[src/rtl/lector_contador_pkg.sv]
// lector_contador_pkg
// Definitions shared by the readout FSM, its wait timer and the bench:
//   estado_t     - 2-bit state encoding of the readout FSM
//   TIMEOUT_DEF  - default number of cycles to wait for a counter response
//   suma4        - zero-extended sum of the four captured counter values
package lector_contador_pkg;

    typedef enum logic [1:0] {
        ESPERA = 2'd0,
        PIDE   = 2'd1,
        RECIBE = 2'd2,
        FIN    = 2'd3
    } estado_t;

    localparam int TIMEOUT_DEF = 8;
    localparam int TMR_W       = 4;
    localparam int CNT_W       = 5;
    localparam int TOT_W       = 7;

    // Four 5-bit values never exceed 124, so 7 bits cannot overflow.
    function automatic logic [TOT_W-1:0] suma4(input logic [CNT_W-1:0] a,
                                               input logic [CNT_W-1:0] b,
                                               input logic [CNT_W-1:0] c,
                                               input logic [CNT_W-1:0] d);
        return {2'b00, a} + {2'b00, b} + {2'b00, c} + {2'b00, d};
    endfunction

endpackage

[src/rtl/lector_contador_temporizador_espera.sv]
// temporizador_espera
// 4-bit down-counter that measures how long the readout FSM has waited for a
// counter response.
//   clk     in   rising-edge clock
//   reset   in   synchronous active-high reset
//   clr     in   reload the count (issued in the request cycle)
//   en      in   count one waiting cycle
//   expira  out  high during the TIMEOUT-th enabled cycle after a reload
module temporizador_espera
    import lector_contador_pkg::*;
#(
    parameter int TIMEOUT = TIMEOUT_DEF
) (
    input  logic clk,
    input  logic reset,
    input  logic clr,
    input  logic en,
    output logic expira
);

    // Loading TIMEOUT-1 makes terminal count coincide with the last of
    // exactly TIMEOUT waiting cycles.
    localparam logic [TMR_W-1:0] CARGA = TMR_W'(TIMEOUT - 1);

    logic [TMR_W-1:0] cuenta_q, cuenta_d;

    always_comb begin
        cuenta_d = cuenta_q;
        if (clr) begin
            cuenta_d = CARGA;
        end else if (en && (cuenta_q != '0)) begin
            cuenta_d = cuenta_q - 1'b1;
        end
    end

    always_ff @(posedge clk) begin
        if (reset) begin
            cuenta_q <= '0;
        end else begin
            cuenta_q <= cuenta_d;
        end
    end

    assign expira = en && (cuenta_q == '0);

endmodule

[src/rtl/lector_contador.sv]
// lector_contador
// Reads the four counters F0..F3 of the counter block one index at a time and
// keeps the captured values plus their sum.
//   clk, reset          rising-edge clock, synchronous active-high reset
//   IDLE                counter block idle; readout allowed only while high
//   start               one-cycle request for a full readout
//   valid_contador      counter response valid
//   contador_out[4:0]   counter value for the requested index
//   req, idx[1:0]       read request and index being requested
//   cnt0..cnt3[4:0]     captured values
//   total[6:0]          sum of cnt0..cnt3, updated when a readout finishes
//   busy, done          readout in progress / one-cycle finish pulse
//   err_timeout         some index timed out during the last readout
//   err_abort           IDLE fell during the last readout
//
// state  | meaning
// ESPERA | idle, waiting for start with IDLE high
// PIDE   | request cycle: req high for one cycle, wait timer reloaded
// RECIBE | waiting for valid_contador or timer expiry for index idx
// FIN    | readout finished: done pulse, total valid
//
// Every output is a flop whose next value is decoded from the next state, so
// req/busy/done line up with the state they describe without any
// input-to-output combinational path.
module lector_contador
    import lector_contador_pkg::*;
#(
    parameter int TIMEOUT = TIMEOUT_DEF
) (
    input  logic             clk,
    input  logic             reset,
    input  logic             IDLE,
    input  logic             start,
    input  logic             valid_contador,
    input  logic [CNT_W-1:0] contador_out,
    output logic             req,
    output logic [1:0]       idx,
    output logic [CNT_W-1:0] cnt0,
    output logic [CNT_W-1:0] cnt1,
    output logic [CNT_W-1:0] cnt2,
    output logic [CNT_W-1:0] cnt3,
    output logic [TOT_W-1:0] total,
    output logic             busy,
    output logic             done,
    output logic             err_timeout,
    output logic             err_abort
);

    estado_t                     state_q, state_d;
    logic [1:0]                  idx_q, idx_d;
    logic [3:0][CNT_W-1:0]       cnt_q, cnt_d;
    logic [TOT_W-1:0]            total_q, total_d;
    logic                        req_q, req_d;
    logic                        busy_q, busy_d;
    logic                        done_q, done_d;
    logic                        err_t_q, err_t_d;
    logic                        err_a_q, err_a_d;

    logic expira;
    logic captura;

    temporizador_espera #(
        .TIMEOUT (TIMEOUT)
    ) u_temporizador_espera (
        .clk    (clk),
        .reset  (reset),
        .clr    (state_q == PIDE),
        .en     (state_q == RECIBE),
        .expira (expira)
    );

    // A response during PIDE is deliberately not sampled.
    assign captura = (state_q == RECIBE) && valid_contador;

    // State register
    always_ff @(posedge clk) begin
        if (reset) begin
            state_q <= ESPERA;
        end else begin
            state_q <= state_d;
        end
    end

    // Next-state logic
    always_comb begin
        state_d = state_q;
        case (state_q)
            ESPERA: if (start && IDLE) state_d = PIDE;
            PIDE:   state_d = IDLE ? RECIBE : FIN;
            RECIBE: begin
                if (!IDLE) begin
                    state_d = FIN;
                end else if (captura || expira) begin
                    state_d = (idx_q == 2'd3) ? FIN : PIDE;
                end
            end
            FIN:    state_d = ESPERA;
            default: state_d = ESPERA;
        endcase
    end

    // Output / datapath next values
    always_comb begin
        idx_d   = idx_q;
        cnt_d   = cnt_q;
        total_d = total_q;
        err_t_d = err_t_q;
        err_a_d = err_a_q;
        req_d   = (state_d == PIDE);
        busy_d  = (state_d != ESPERA);
        done_d  = (state_d == FIN);

        case (state_q)
            ESPERA: begin
                if (state_d == PIDE) begin
                    idx_d   = 2'd0;
                    err_t_d = 1'b0;
                    err_a_d = 1'b0;
                end
            end
            PIDE: begin
                if (!IDLE) err_a_d = 1'b1;
            end
            RECIBE: begin
                // A capture coinciding with IDLE falling is kept; a bare
                // expiry coinciding with it is treated as the abort only.
                if (captura) begin
                    cnt_d[idx_q] = contador_out;
                end else if (expira && IDLE) begin
                    cnt_d[idx_q] = '0;
                    err_t_d      = 1'b1;
                end
                if (!IDLE) begin
                    err_a_d = 1'b1;
                end else if ((captura || expira) && (idx_q != 2'd3)) begin
                    idx_d = idx_q + 2'd1;
                end
            end
            FIN: begin
                idx_d = 2'd0;
            end
            default: ;
        endcase

        // Sum of the values being written on the same edge, so total is
        // already valid while done is high.
        if (state_d == FIN) begin
            total_d = suma4(cnt_d[0], cnt_d[1], cnt_d[2], cnt_d[3]);
        end
    end

    always_ff @(posedge clk) begin
        if (reset) begin
            idx_q   <= 2'd0;
            cnt_q   <= '0;
            total_q <= '0;
            req_q   <= 1'b0;
            busy_q  <= 1'b0;
            done_q  <= 1'b0;
            err_t_q <= 1'b0;
            err_a_q <= 1'b0;
        end else begin
            idx_q   <= idx_d;
            cnt_q   <= cnt_d;
            total_q <= total_d;
            req_q   <= req_d;
            busy_q  <= busy_d;
            done_q  <= done_d;
            err_t_q <= err_t_d;
            err_a_q <= err_a_d;
        end
    end

    assign req         = req_q;
    assign idx         = idx_q;
    assign cnt0        = cnt_q[0];
    assign cnt1        = cnt_q[1];
    assign cnt2        = cnt_q[2];
    assign cnt3        = cnt_q[3];
    assign total       = total_q;
    assign busy        = busy_q;
    assign done        = done_q;
    assign err_timeout = err_t_q;
    assign err_abort   = err_a_q;

endmodule

[config.mk]
export PLATFORM = sky130hd
export DESIGN_NAME = lector_contador
export DESIGN_NICKNAME = d
export VERILOG_FILES = /design/src/rtl/lector_contador_pkg.sv /design/src/rtl/lector_contador_temporizador_espera.sv /design/src/rtl/lector_contador.sv
export SDC_FILE = /design/constraint.sdc
export NUM_CORES = 1
export LEC_CHECK = 0
export ABC_AREA = 1
export CAP_MARGIN = 0
export CORE_MARGIN = 8
export CORE_UTILIZATION = 50
export CTS_CLUSTER_DIAMETER = 150
export CTS_CLUSTER_SIZE = 20
export DETAILED_ROUTE_END_ITERATION = 8
export HOLD_SLACK_MARGIN = 0.03
export PLACE_DENSITY = 0.81
export REMOVE_ABC_BUFFERS = 1
export SYNTH_ARGS = -nofsm -noshare
export SYNTH_HDL_FRONTEND = slang
export SYNTH_SLANG_ARGS = --single-unit
[constraint.sdc]
create_clock -name clk -period 7.06 [get_ports clk]
set_input_delay 1.412 -clock clk [delete_from_list [all_inputs] [get_ports clk]]
set_output_delay 1.412 -clock clk [all_outputs]
set_load 0.005 [all_outputs]
After elaboration in Yosys (flattened, before gate mapping):

Index checks and enable logic that the tools add are counted.

* add/subtract/negate cells: 5
* order comparisons: 2
* equal/unequal tests: 13
* muxes and demuxes: 24
* bitwise operators: 2
* reduce and logical (&&, ||, !) cells: 21

Operators by type and width (number)
* $mux W20: 3
* $and A20 B20 Y20: 1
* $bwmux W20: 1
* $not A20 Y20: 1
* $mux W2: 7
* $ne A2 B2 Y1 const B: 7
* $demux W5 S2: 1
* $eq A2 B2 Y1 const B: 4
* $pmux W2 S4: 1
* $reduce_and A4 Y1: 2
* $reduce_bool A2 Y1: 4
* $add A6 B5 Y7: 1
* $add A7 B5 Y7: 1
* $logic_and A1 B1 Y1: 7
* $add A5 B5 Y6: 1
* $mux W3: 2
* $pmux W2 S3: 1
* $mux W1: 5
* $mux W5: 1
* $eq A2 B1 Y1 const B: 2
* $logic_not A4 Y1: 1
* $pmux W1 S2: 2
* $reduce_bool A4 Y1: 1
* $reduce_or A2 Y1: 2
* 8 further kinds: 8

* flip-flop bits (word level): 40
* input port bits: 10
* output and inout bits: 34
* word-level logic and storage cells: 81

Depth between registers and ports, before layout:

* depth after elaboration: 12
* depth in mapped cells: 22
* mapped depth without buffers: 22

By module:

From an unflattened synthesis, not the netlist that was laid out.

* cell total of the unflattened synthesis: 312
* area, all modules: 2548.7 um^2

By module, submodules not included
* lector_contador: times used 1, cells an instance 269, area each 2284.7 um^2, seq. area each 720.7 um^2
* temporizador_espera: times used 1, cells an instance 43, area each 264.0 um^2, seq. area each 80.1 um^2

Worst setup path after synthesis:

OpenSTA, ideal clock, no wires.

* path type: input to register
* from: input port valid_contador
* to: register total_q[5], in the netlist total[5]
* setup time: 0.116 ns
* arrival: 4.152 ns
* required time: 6.944 ns
* setup slack: 2.792 ns
* cell stages on the path: 16
* path buffers: 1
* cells stage by stage: nand2_2 -> buf_6 -> nor2_2 -> a21oi_1 -> o21a_1 -> fa_1 -> inv_1 -> fa_1 -> inv_1 -> ha_1 -> fa_1 -> nand3_1 -> nand3_1 -> xor2_1 -> nor2_1 -> nor2_1

RTL lines
* start: declaration: line lector_contador.sv:34 `input logic valid_contador,`
* end signal: assignment: line lector_contador.sv:165 `total_q <= total_d;`
* end: declaration: line lector_contador.sv:52 `logic [TOT_W-1:0] total_q, total_d;`

==> impl_summary.md <==
Timing
Headroom to the max-slew limit came out at 0.661. Setup violations remaining at the end of the flow were counted as 0. The number of hold violations in the final report is 0. Setup repair after global routing left no endpoint under its margin. Adding up every negative setup slack in the final design gives 0 ns. The share of the clock period used by the worst path after layout is 0.676.

The measured slew at the worst slew-check pin is around 0.5 ns. The final number of max-transition violations is 0. The final critical path time including I/O delays and setup is 4.77 ns. The final setup slack of the worst path is ~2.3 ns. On the final layout, the worst clock skew is around 0.0045 ns. Static timing analysis puts the maximum clock frequency at around 210 MHz.

Worst setup path
The path depth of the worst reg2reg path is 17. The critical path capture point type is a flip-flop. In this run the worst path has a maximum fanout of 11. The maximum single-stage delay on the critical path is ~0.55 ns. In this design, the critical path's most frequently occurring cell is sky130_fd_sc_hd__fa_1.

At the worst endpoint, the required time is roughly 7.3 ns. On the critical path, the stage with the largest delay is an instance of sky130_fd_sc_hd__fa_1. In this run the worst setup path begins at valid_contador. The cell family with the largest share of critical-path delay is adder cells. The endpoint identified for the worst register-to-register timing path is total[5]. The arrival time of data at the critical path endpoint is between 4 and 5 ns.

The launch point of the worst reg-to-reg path is state_q[0]. The sum of buffers and inverters on the critical path is 3. The kind of start point of the critical path is an input port. The critical path goes through clkdlybuf4s50_1, nand2_2, nor2_2, a21oi_1, o21a_1, fa_1, inv_1, fa_1, inv_1, ha_1, fa_1, nand3_1, nand3_1, xor2_1, nor2_1, nor2_1. The critical path in this run is classified as input port to flip-flop. The slack of the worst reg-to-reg path is around 2.8 ns.

Detailed routing
The post-route DRC violation count is 0. The routed design has 5900 microns of wire. The detailed router put a total of about 2700 microns of wire on met1. The number of detailed-routing iterations run before antenna repair is 5. The routed wire length on met3 is 357 microns. The top routing layer in use is met4. The detailed router placed 2166 vias in this run. The residual antenna-violating net count after detailed routing is 0. Using the TritonRoute via totals, the vias-per-cell ratio works out to between 5 and 6. The routed wire length on met2 is roughly 2800 microns. In the final routed layout, each cell accounts on average for approximately 14 microns. The number of DRC violations after detailed-routing iteration 0 is a little over 200.

Floorplan
The starting density of the core is 0.515. The die covers 7350 sq um. The core region is 4720 sq um. The site row count is 25. The die is roughly 86 microns tall. In this run the horizontal extent of the chip is ~86 microns. Pin placement for this block handled 44 I/O pins.

CTS
The number of buffers on the longest clock path is 2. Clock latency on the worst-skew pair, taken at its later pin, is roughly 0.31 ns. The post-cts resize count is 0. TritonCTS built the clock tree. Clock-pin slew was measured on the worst setup and hold paths at around 0.090 ns. The number of buffers added by the clock tree synthesis step is 5. The hold-fix buffer count after cts is 0.

The CTS H-tree depth is 2. The root buffer cell chosen for the clock tree is sky130_fd_sc_hd__clkbuf_8. The number of buffers inserted by post-CTS setup repair is 0. The number of clock sinks is 40.

Run status
The flow ran to the end, and the final reports show no timing, DRC or antenna violations.

Synth
The part of the Yosys area used for sequential elements is 0.329. The mean instance size in the synthesized netlist is just under 8 sq um. For this run, the number of Yosys warnings is 0. The netlist area before placement is between 2000 and 2500 sq um. The number of flip-flops and latches in the synthesized netlist is 40. The netlist uses 32 different library cells. Synthesis handed over a netlist of 311 instances.

GRT
The number of global-route vias before repair was roughly 2200. Entering global routing, the biggest net connects 23 pins. The first-pass GRT wire length is 10100 microns. The initial antenna violation count is 0. For this run, the total global-route usage over all layers was measured as 0.171.

The residual overflow from global routing is 0.

Worst hold path
The class of the worst hold path is flip-flop to flip-flop. The number of instances on the worst hold path is 2. In this run the most critical hold path is launched from err_abort. The worst hold endpoint is err_abort.

Place
The number of buffers inserted by port buffering is 43. The pre-CTS setup slack is approximately 2.0 ns. The total instance count after detailed placement is between 400 and 500. The wire-length estimate of the detail-placed layout is between 4000 and 5000 microns. The instance area after placement is between 2000 and 3000 sq um. The final weighted congestion of routability-driven global placement is between 0.9 and 1.

Cells and area
The library cell used most frequently in the layout, excluding fill and tap cells, is sky130_fd_sc_hd__inv_1. The finished cells cover just over 3000 sq um. The count of cells in the finished layout, fillers not included, comes to about 430. The library cells used most frequently in the layout, excluding fill and tap cells, are sky130_fd_sc_hd__inv_1, sky130_fd_sc_hd__nor2_1, sky130_fd_sc_hd__clkdlybuf4s50_1, sky130_fd_sc_hd__dfxtp_1, sky130_fd_sc_hd__nand2_1. The net count reported at finish is between 300 and 400. The share of post-route cells with drive strength above 1 is 0.0950. Relative to the synthesized area, the layout overhead comes to 24.6%.

The number of antenna diodes is 0.

Pwr
The power per standard cell area is about 330 nW/um^2. The analysis attributes to cell leakage a power of 0.00138 uW. IR analysis of the VDD net gives a maximum drop of around 0.26 mV.

Run
Across the run, the number of max-cap violations was 0.
[layout make-up]
class | count | area [sq um]
fill | 409 | 1690
multi-input combinational | 212 | 1390
sequential | 40 | 801
timing repair buffer | 44 | 438
inverter | 54 | 203
tap | 67 | 83.8
clock buffer | 5 | 68.8
clock inverter | 3 | 46.3
[state kept, by name (all words and copies together) (netlist names)]
name                            cells
busy                                1
err_timeout                         1
cnt2                                5
u_temporizador_espera.cuenta_q      4
err_abort                           1
cnt3                                5
cnt1                                5
cnt0                                5
state_q                             2
idx                                 2
req                                 1
done                                1
total                               7
[worst register-to-register path: cells and delay by family (launching register included)]
kind | cells | cell delay (ns)
adders and majority gates | 5 | 2.14
and+or+nand+nor | 6 | 1.03
DFF | 1 | 0.36
AOI/OAI and AO/OA | 2 | 0.27
buffers and inverters | 3 | 0.20
xor gates and xnor gates | 1 | 0.15
[layer usage]
metal,global-route usage,vias to the layer above
met3,0.0411,10
li1,-,1077
met5,0,-
met2,0.265,64
met1,0.219,1015
met4,0.0764,0
[power breakdown]
group / switching (uW) / internal (uW)
combinational: 299 / 211
sequential: 28.6 / 278
clock: 92.1 / 107
total: 420 / 596
[stage by stage]
stage	total power, uW	utilization	hold WS (ns)
after floorplan	658	-	0.460
after global placement	806	0.617	0.460
after detailed placement	816	0.617	0.465
after CTS	1020	0.642	0.482
after global routing	1100	0.642	0.516
final	1020	0.642	0.473
[cell usage after synthesis]
cell | n | share of area
sky130_fd_sc_hd__fa_1 | 10 | 0.082
sky130_fd_sc_hd__and2_1 | 3 | 0.0077
sky130_fd_sc_hd__nand2_4 | 3 | 0.014
sky130_fd_sc_hd__nand3_1 | 11 | 0.023
sky130_fd_sc_hd__nor3_1 | 4 | 0.0082
sky130_fd_sc_hd__ha_1 | 15 | 0.077
sky130_fd_sc_hd__a211oi_1 | 2 | 0.0062
sky130_fd_sc_hd__o22ai_1 | 2 | 0.0051
sky130_fd_sc_hd__o21ai_4 | 1 | 0.0067
sky130_fd_sc_hd__buf_2 | 1 | 0.0021
sky130_fd_sc_hd__o221ai_1 | 2 | 0.0072
sky130_fd_sc_hd__o21bai_4 | 1 | 0.0077
sky130_fd_sc_hd__inv_2 | 1 | 0.0015
sky130_fd_sc_hd__nor2_4 | 5 | 0.023
sky130_fd_sc_hd__nor2_8 | 1 | 0.0082
sky130_fd_sc_hd__clkbuf_1 | 2 | 0.0031
sky130_fd_sc_hd__nand2_1 | 36 | 0.056
sky130_fd_sc_hd__buf_6 | 1 | 0.0046
sky130_fd_sc_hd__a22oi_1 | 1 | 0.0031
sky130_fd_sc_hd__inv_1 | 53 | 0.082
sky130_fd_sc_hd__nor2_2 | 4 | 0.010
sky130_fd_sc_hd__o21ai_1 | 3 | 0.0062
sky130_fd_sc_hd__a21oi_2 | 1 | 0.0036
sky130_fd_sc_hd__nand2_2 | 3 | 0.0077
sky130_fd_sc_hd__o21a_1 | 3 | 0.0093
sky130_fd_sc_hd__clkbuf_8 | 1 | 0.0057
sky130_fd_sc_hd__a21oi_1 | 28 | 0.058
sky130_fd_sc_hd__xor2_1 | 3 | 0.011
sky130_fd_sc_hd__nand3_2 | 5 | 0.021
sky130_fd_sc_hd__dfxtp_1 | 40 | 0.33
sky130_fd_sc_hd__nor2_1 | 44 | 0.068
sky130_fd_sc_hd__o21ai_0 | 21 | 0.043
[cells by family (layout without fill, tap and decap cells)]
family	Yosys count	after routing	share of synthesized area
flops	40	40	0.329
buf+inv	59	106	0.0988
fa+ha+maj	25	25	0.159
simple gates	119	119	0.246
compound gates	65	65	0.156
xor+xnor	3	3	0.0108
[worst max-delay path by stage]
stage	to	depth (start not counted)
6_report	total[5]	16
5_1_grt	total[5]	16
4_1_cts	total[5]	16
3_5_place_dp	total[5]	16
3_3_place_gp	total[5]	16
2_1_floorplan	total[5]	15
No activity file was read; power rests on OpenSTA's default activity.
